File: src/rtl/spi_sclk_engine.sv
// ============================================================================
// spi_sclk_engine : SPI SCLK generator with programmable half-period, CPOL/CPHA
//                   and a fixed bit burst; optional abort via SPI_SCLK_ABORT_EN
// Revision 1.0
// ============================================================================
`default_nettype none

module spi_sclk_engine #(
  parameter int DIV_W = 9,
  parameter int CNT_W = 6
) (
  input  logic             clock,
  input  logic             reset,
  input  logic [DIV_W-1:0] half_period,
  input  logic [CNT_W-1:0] num_bits,
  input  logic             cpol,
  input  logic             cpha,
  input  logic             start,
`ifdef SPI_SCLK_ABORT_EN
  input  logic             abort,
`endif
  output logic             busy,
  output logic             done,
  output logic             sclk,
  output logic             sample_t,
  output logic             shift_t
);

  localparam logic [DIV_W-1:0] C_DIV_ONE = DIV_W'(1);
  localparam logic [CNT_W-1:0] C_CNT_ONE = CNT_W'(1);

  typedef enum logic [0:0] {
    ST_IDLE = 1'b0,
    ST_RUN  = 1'b1
  } state_t;

  state_t           state_q, state_d;
  logic [DIV_W-1:0] div_q, div_d;
  logic [DIV_W-1:0] hp_q, hp_d;
  logic [CNT_W-1:0] bit_q, bit_d;
  logic [CNT_W-1:0] nb_q, nb_d;
  logic             trail_q, trail_d;
  logic             cpol_q, cpol_d;
  logic             cpha_q, cpha_d;
  logic             sclk_q, sclk_d;
  logic             done_q, done_d;

  logic             w_abort;
  logic             w_edge;
  logic             w_last;

`ifdef SPI_SCLK_ABORT_EN
  assign w_abort = abort;
`else
  assign w_abort = 1'b0;
`endif

  // An abort in RUN swallows any edge that would have fired in the same cycle.
  assign w_edge   = (state_q == ST_RUN) && !w_abort && (div_q == (hp_q - C_DIV_ONE));
  assign w_last   = trail_q && (bit_q == (nb_q - C_CNT_ONE));
  assign sample_t = w_edge && (trail_q == cpha_q);
  assign shift_t  = w_edge && (trail_q != cpha_q);
  assign busy     = (state_q == ST_RUN);
  assign done     = done_q;
  assign sclk     = sclk_q;

  always_comb begin
    state_d = state_q;
    div_d   = div_q;
    hp_d    = hp_q;
    bit_d   = bit_q;
    nb_d    = nb_q;
    trail_d = trail_q;
    cpol_d  = cpol_q;
    cpha_d  = cpha_q;
    sclk_d  = sclk_q;
    done_d  = 1'b0;

    case (state_q)
      ST_IDLE: begin
        sclk_d  = cpol;
        div_d   = '0;
        bit_d   = '0;
        trail_d = 1'b0;
        if (start && (half_period != '0) && (num_bits != '0)) begin
          state_d = ST_RUN;
          hp_d    = half_period;
          nb_d    = num_bits;
          cpol_d  = cpol;
          cpha_d  = cpha;
        end
      end

      ST_RUN: begin
        if (w_abort) begin
          state_d = ST_IDLE;
          sclk_d  = cpol_q;
          div_d   = '0;
          bit_d   = '0;
          trail_d = 1'b0;
        end else if (w_edge) begin
          div_d   = '0;
          trail_d = ~trail_q;
          sclk_d  = ~sclk_q;
          if (w_last) begin
            state_d = ST_IDLE;
            sclk_d  = cpol_q;
            bit_d   = '0;
            done_d  = 1'b1;
          end else if (trail_q) begin
            bit_d = bit_q + C_CNT_ONE;
          end
        end else begin
          div_d = div_q + C_DIV_ONE;
        end
      end

      default: state_d = ST_IDLE;
    endcase
  end

  always_ff @(posedge clock) begin
    if (reset) begin
      state_q <= ST_IDLE;
      div_q   <= '0;
      hp_q    <= '0;
      bit_q   <= '0;
      nb_q    <= '0;
      trail_q <= 1'b0;
      cpol_q  <= 1'b0;
      cpha_q  <= 1'b0;
      sclk_q  <= 1'b0;
      done_q  <= 1'b0;
    end else begin
      state_q <= state_d;
      div_q   <= div_d;
      hp_q    <= hp_d;
      bit_q   <= bit_d;
      nb_q    <= nb_d;
      trail_q <= trail_d;
      cpol_q  <= cpol_d;
      cpha_q  <= cpha_d;
      sclk_q  <= sclk_d;
      done_q  <= done_d;
    end
  end

endmodule

`default_nettype wire
File: config.mk
export PLATFORM = sky130hd
export DESIGN_NAME = spi_sclk_engine
export DESIGN_NICKNAME = d
export VERILOG_FILES = /design/src/rtl/spi_sclk_engine.sv
export SDC_FILE = /design/constraint.sdc
export NUM_CORES = 1
export LEC_CHECK = 0
export ABC_AREA = 1
export CORE_AREA = 4 4 70 72
export CTS_CLUSTER_DIAMETER = 120
export CTS_CLUSTER_SIZE = 8
export DETAILED_ROUTE_END_ITERATION = 6
export DIE_AREA = 0 0 74 76
export PLACE_DENSITY = 0.7
export SYNTH_ARGS = -nofsm -noshare
export SYNTH_HDL_FRONTEND = slang
export SYNTH_SLANG_ARGS = --single-unit
File: constraint.sdc
create_clock -name clock -period 4.5 [get_ports clock]
set_input_delay 0.9 -clock clock [delete_from_list [all_inputs] [get_ports clock]]
set_output_delay 0.9 -clock clock [all_outputs]
set_load 0.05 [all_outputs]
==> flow_summary.toml <==
[global_route]
grt_overflow = 0
grt_pass1_vias = 1768
antenna_found_initial = 0
grt_max_degree = 30
grt_usage_pct = 16.7
grt_pass1_wl_um = 7490

[placed_design]
gp_congestion = 0.785
hpwl_um = 3380
dp.cells = 379
portBuffers = 24
pre_cts_ws_ns = 1.15

[routing]
routed_wl_um = 4180
drt.antenna.violating_nets = 0
vias_per_cell = 4.83
num_vias = 1865
wl_per_cell_um = 10.8
drtPass1Iterations = 4
drc_errors = 0
first_iter_violations = 92

[timing]
finClkSkew_ns = 0.00210
fin_crit_sh_pct = 81.4
worst_slew_pin_slew_ns = 0.783
postLayoutSetupSlackWorst_ns = 0.837
setup_viol_count_final = 0
slew-limit-headroom_pct = 47.6
timing.hold.ws_ns = 0.496
finalSetupTns_ns = 0
max_freq_ghz = 0.273
slew_violations = 0
final-hold-violation-count = 0
min_period_ns = 3.66
rsz0062_at_grt = "false"

[clock_network]
post_cts_buffers = 0
cts_tree = "yes"
clk_pin_slew_ns = 0.07
cts_inserted_buffers = 5
root_buffer = "clkbuf_8"
cts_sinks = 36
post_cts_resized = 0
cts_hold_buf = 0
clockBufferDepth = 2
h-tree-depth = 2
clkLatencyLatePin_ns = 0.29

[synthesis]
synth_fp_nets = 332
synth-seq-cells = 36
yosysUniqueCellTypes = 28
syn_inst = 308
ys_warn_count = 0
netlist_area_mm2 = 0.00205
avgSynthCellArea_um2 = 6.65
ys_seq_area_share_pct = 35.2

[job]
maxCapViolCount = 0

[min_path]
whs_path_depth = 2
hold_path_end = "hp_q[1]"
worstHoldStart = "hp_q[1]"
hp-class = "flop to flop"

[cells_and_area]
layout_commonest_cell = "nand2_1"
nNetsFinal = 358
antenna_cells = 0
instances_no_fill = 386
nFillCells = 438
area_growth_pct = 17.6
final_cell_mix = "nand2_1 (72), inv_1 (42), nor2_1 (39), dfxtp_1 (36), nand3_1 (25)"
drive_gt1_share_pct = 7.49

[critical_path]
cp_top_family = "buffers and inverters"
crit_buf_inv = 4
r2r-start = "hp_q[0]"
slowest_stage = "clkdlybuf4s50_1"
rrSetupSlack_ns = 2.51
rr_worst_depth = 11
critPathKind = "flop to primary output"
critPathArrivalTime_ns = 2.76
crit_path_start_kind = "flop"
cp-end-kind = "primary output"
cp.required_ns = 3.60
crit_chain = "inv_1, ha_1, inv_1, nand2_1, nand2_1, nand2_1, nand3_1, nor2_2, nand3_2, nor3_2, inv_1, nor2_1, clkdlybuf4s50_1"
worst_path_largest_cell_delay_ns = 0.80
critical_path.max_fanout = 5
r2r-end = "busy"

[power]
ir_drop_mv = 0.243
leakage_nw = 1.10
power_density_mw_per_mm2 = 343

[run_status]
status = "finished, final reports clean"

[floorplan]
initial_core_util_pct = 47.7
core_area_mm2 = 0.00429
die_h_um = 76
io-pin-count = 25
die_area_mm2 = 0.00562
rows = 24
die_w_um = 74
## Yosys cell counts, drive strengths merged
cell    count  area (um2)
a21oi      18        90.1
buf         2        10.0
clkbuf      3        12.5
dfxtp      36         721
ha          4        50.1
inv        45         169
nand2      76         300
nand3      26         135
nand3b      1        7.51
nand4       2        12.5
nor2       48         218
nor3        4        25.0
nor3b       1        7.51
nor4        3        18.8
o211ai      1        7.51
o21ai      20         100
xnor2       6        52.6
xor2       12         113
## worst register-to-register path: cells and delay by family (launching register included)
kind	cells	cell delay, ns
adder cells (fa/ha/maj)	1	0.27
AO/OA/AOI/OAI	1	0.13
AND/OR/NAND/NOR	7	0.93
flip-flops	1	0.31
buffers and inverters	2	0.19
## report_power, final
group | switching, mW | leakage, nW | internal (mW) | total, mW
combinational | 0.154 | 0.761 | 0.0920 | 0.246
clock | 0.111 | 0.0410 | 0.105 | 0.216
sequential | 0.0222 | 0.294 | 0.343 | 0.366
## layout make-up
| type | instances | area (um2) | area share (%) |
|---|---|---|---|
| flip-flops and latches | 36 | 721 | 29.9 |
| multi-input cells | 222 | 1140 | 47.2 |
| well taps | 52 | 65.1 | 2.70 |
| repair buffers | 24 | 240 | 9.97 |
| inverters | 45 | 169 | 7.01 |
| clock buffers | 6 | 72.6 | 3.01 |
| clock inverters | 1 | 5.00 | 0.208 |
## flip-flops by register name, summed over array words and instances, names as in the netlist
register and cells:
div_q 9, hp_q 9, bit_q 6, nb_q 6, busy 1, cpha_q 1, cpol_q 1, done 1
sclk 1, trail_q 1
## metrics by stage
stage          cell area, um2  util [%]  total power, mW
6_report                 2410      56.1            0.828
5_1_grt                  2410      56.1            0.891
4_1_cts                  2410      56.1            0.834
3_5_place_dp             2330      54.3            0.620
3_3_place_gp             2330      54.3            0.615
2_1_floorplan            2050         -            0.558
## metal layers
layer / global-route usage, % / vias to the layer above / share of wire [%]
met3: 4.09 / 6 / 4.2
met4: 6.52 / 0 / 1.8
met1: 23.2 / 809 / 51
li1: - / 1020 / -
met2: 24.5 / 30 / 43
met5: 0 / - / 0
## worst max path at each step
stage / from / endpoint / slack (ns) / cells after the start
after CTS: hp_q[0] / shift_t / 0.82 / 13
after detailed placement: hp_q[0] / shift_t / 1.15 / 13
after floorplan: hp_q[0] / sample_t / 1.58 / 12
final: hp_q[0] / shift_t / 0.84 / 13
after global routing: hp_q[0] / sample_t / 0.54 / 13
after global placement: hp_q[0] / shift_t / 1.24 / 13
## cell families (layout without fill, tap and decap cells)
group                    Yosys count  in the layout  synth area share, %
buffers and inverters             50             76                 9.34
adder cells (fa/ha/maj)            4              4                 2.44
AO/OA/AOI/OAI                     39             39                 9.65
AND/OR/NAND/NOR                  161            161                 35.3
XOR/XNOR                          18             18                 8.06
flip-flops                        36             36                 35.2
No activity file was read; power rests on OpenSTA's default activity.
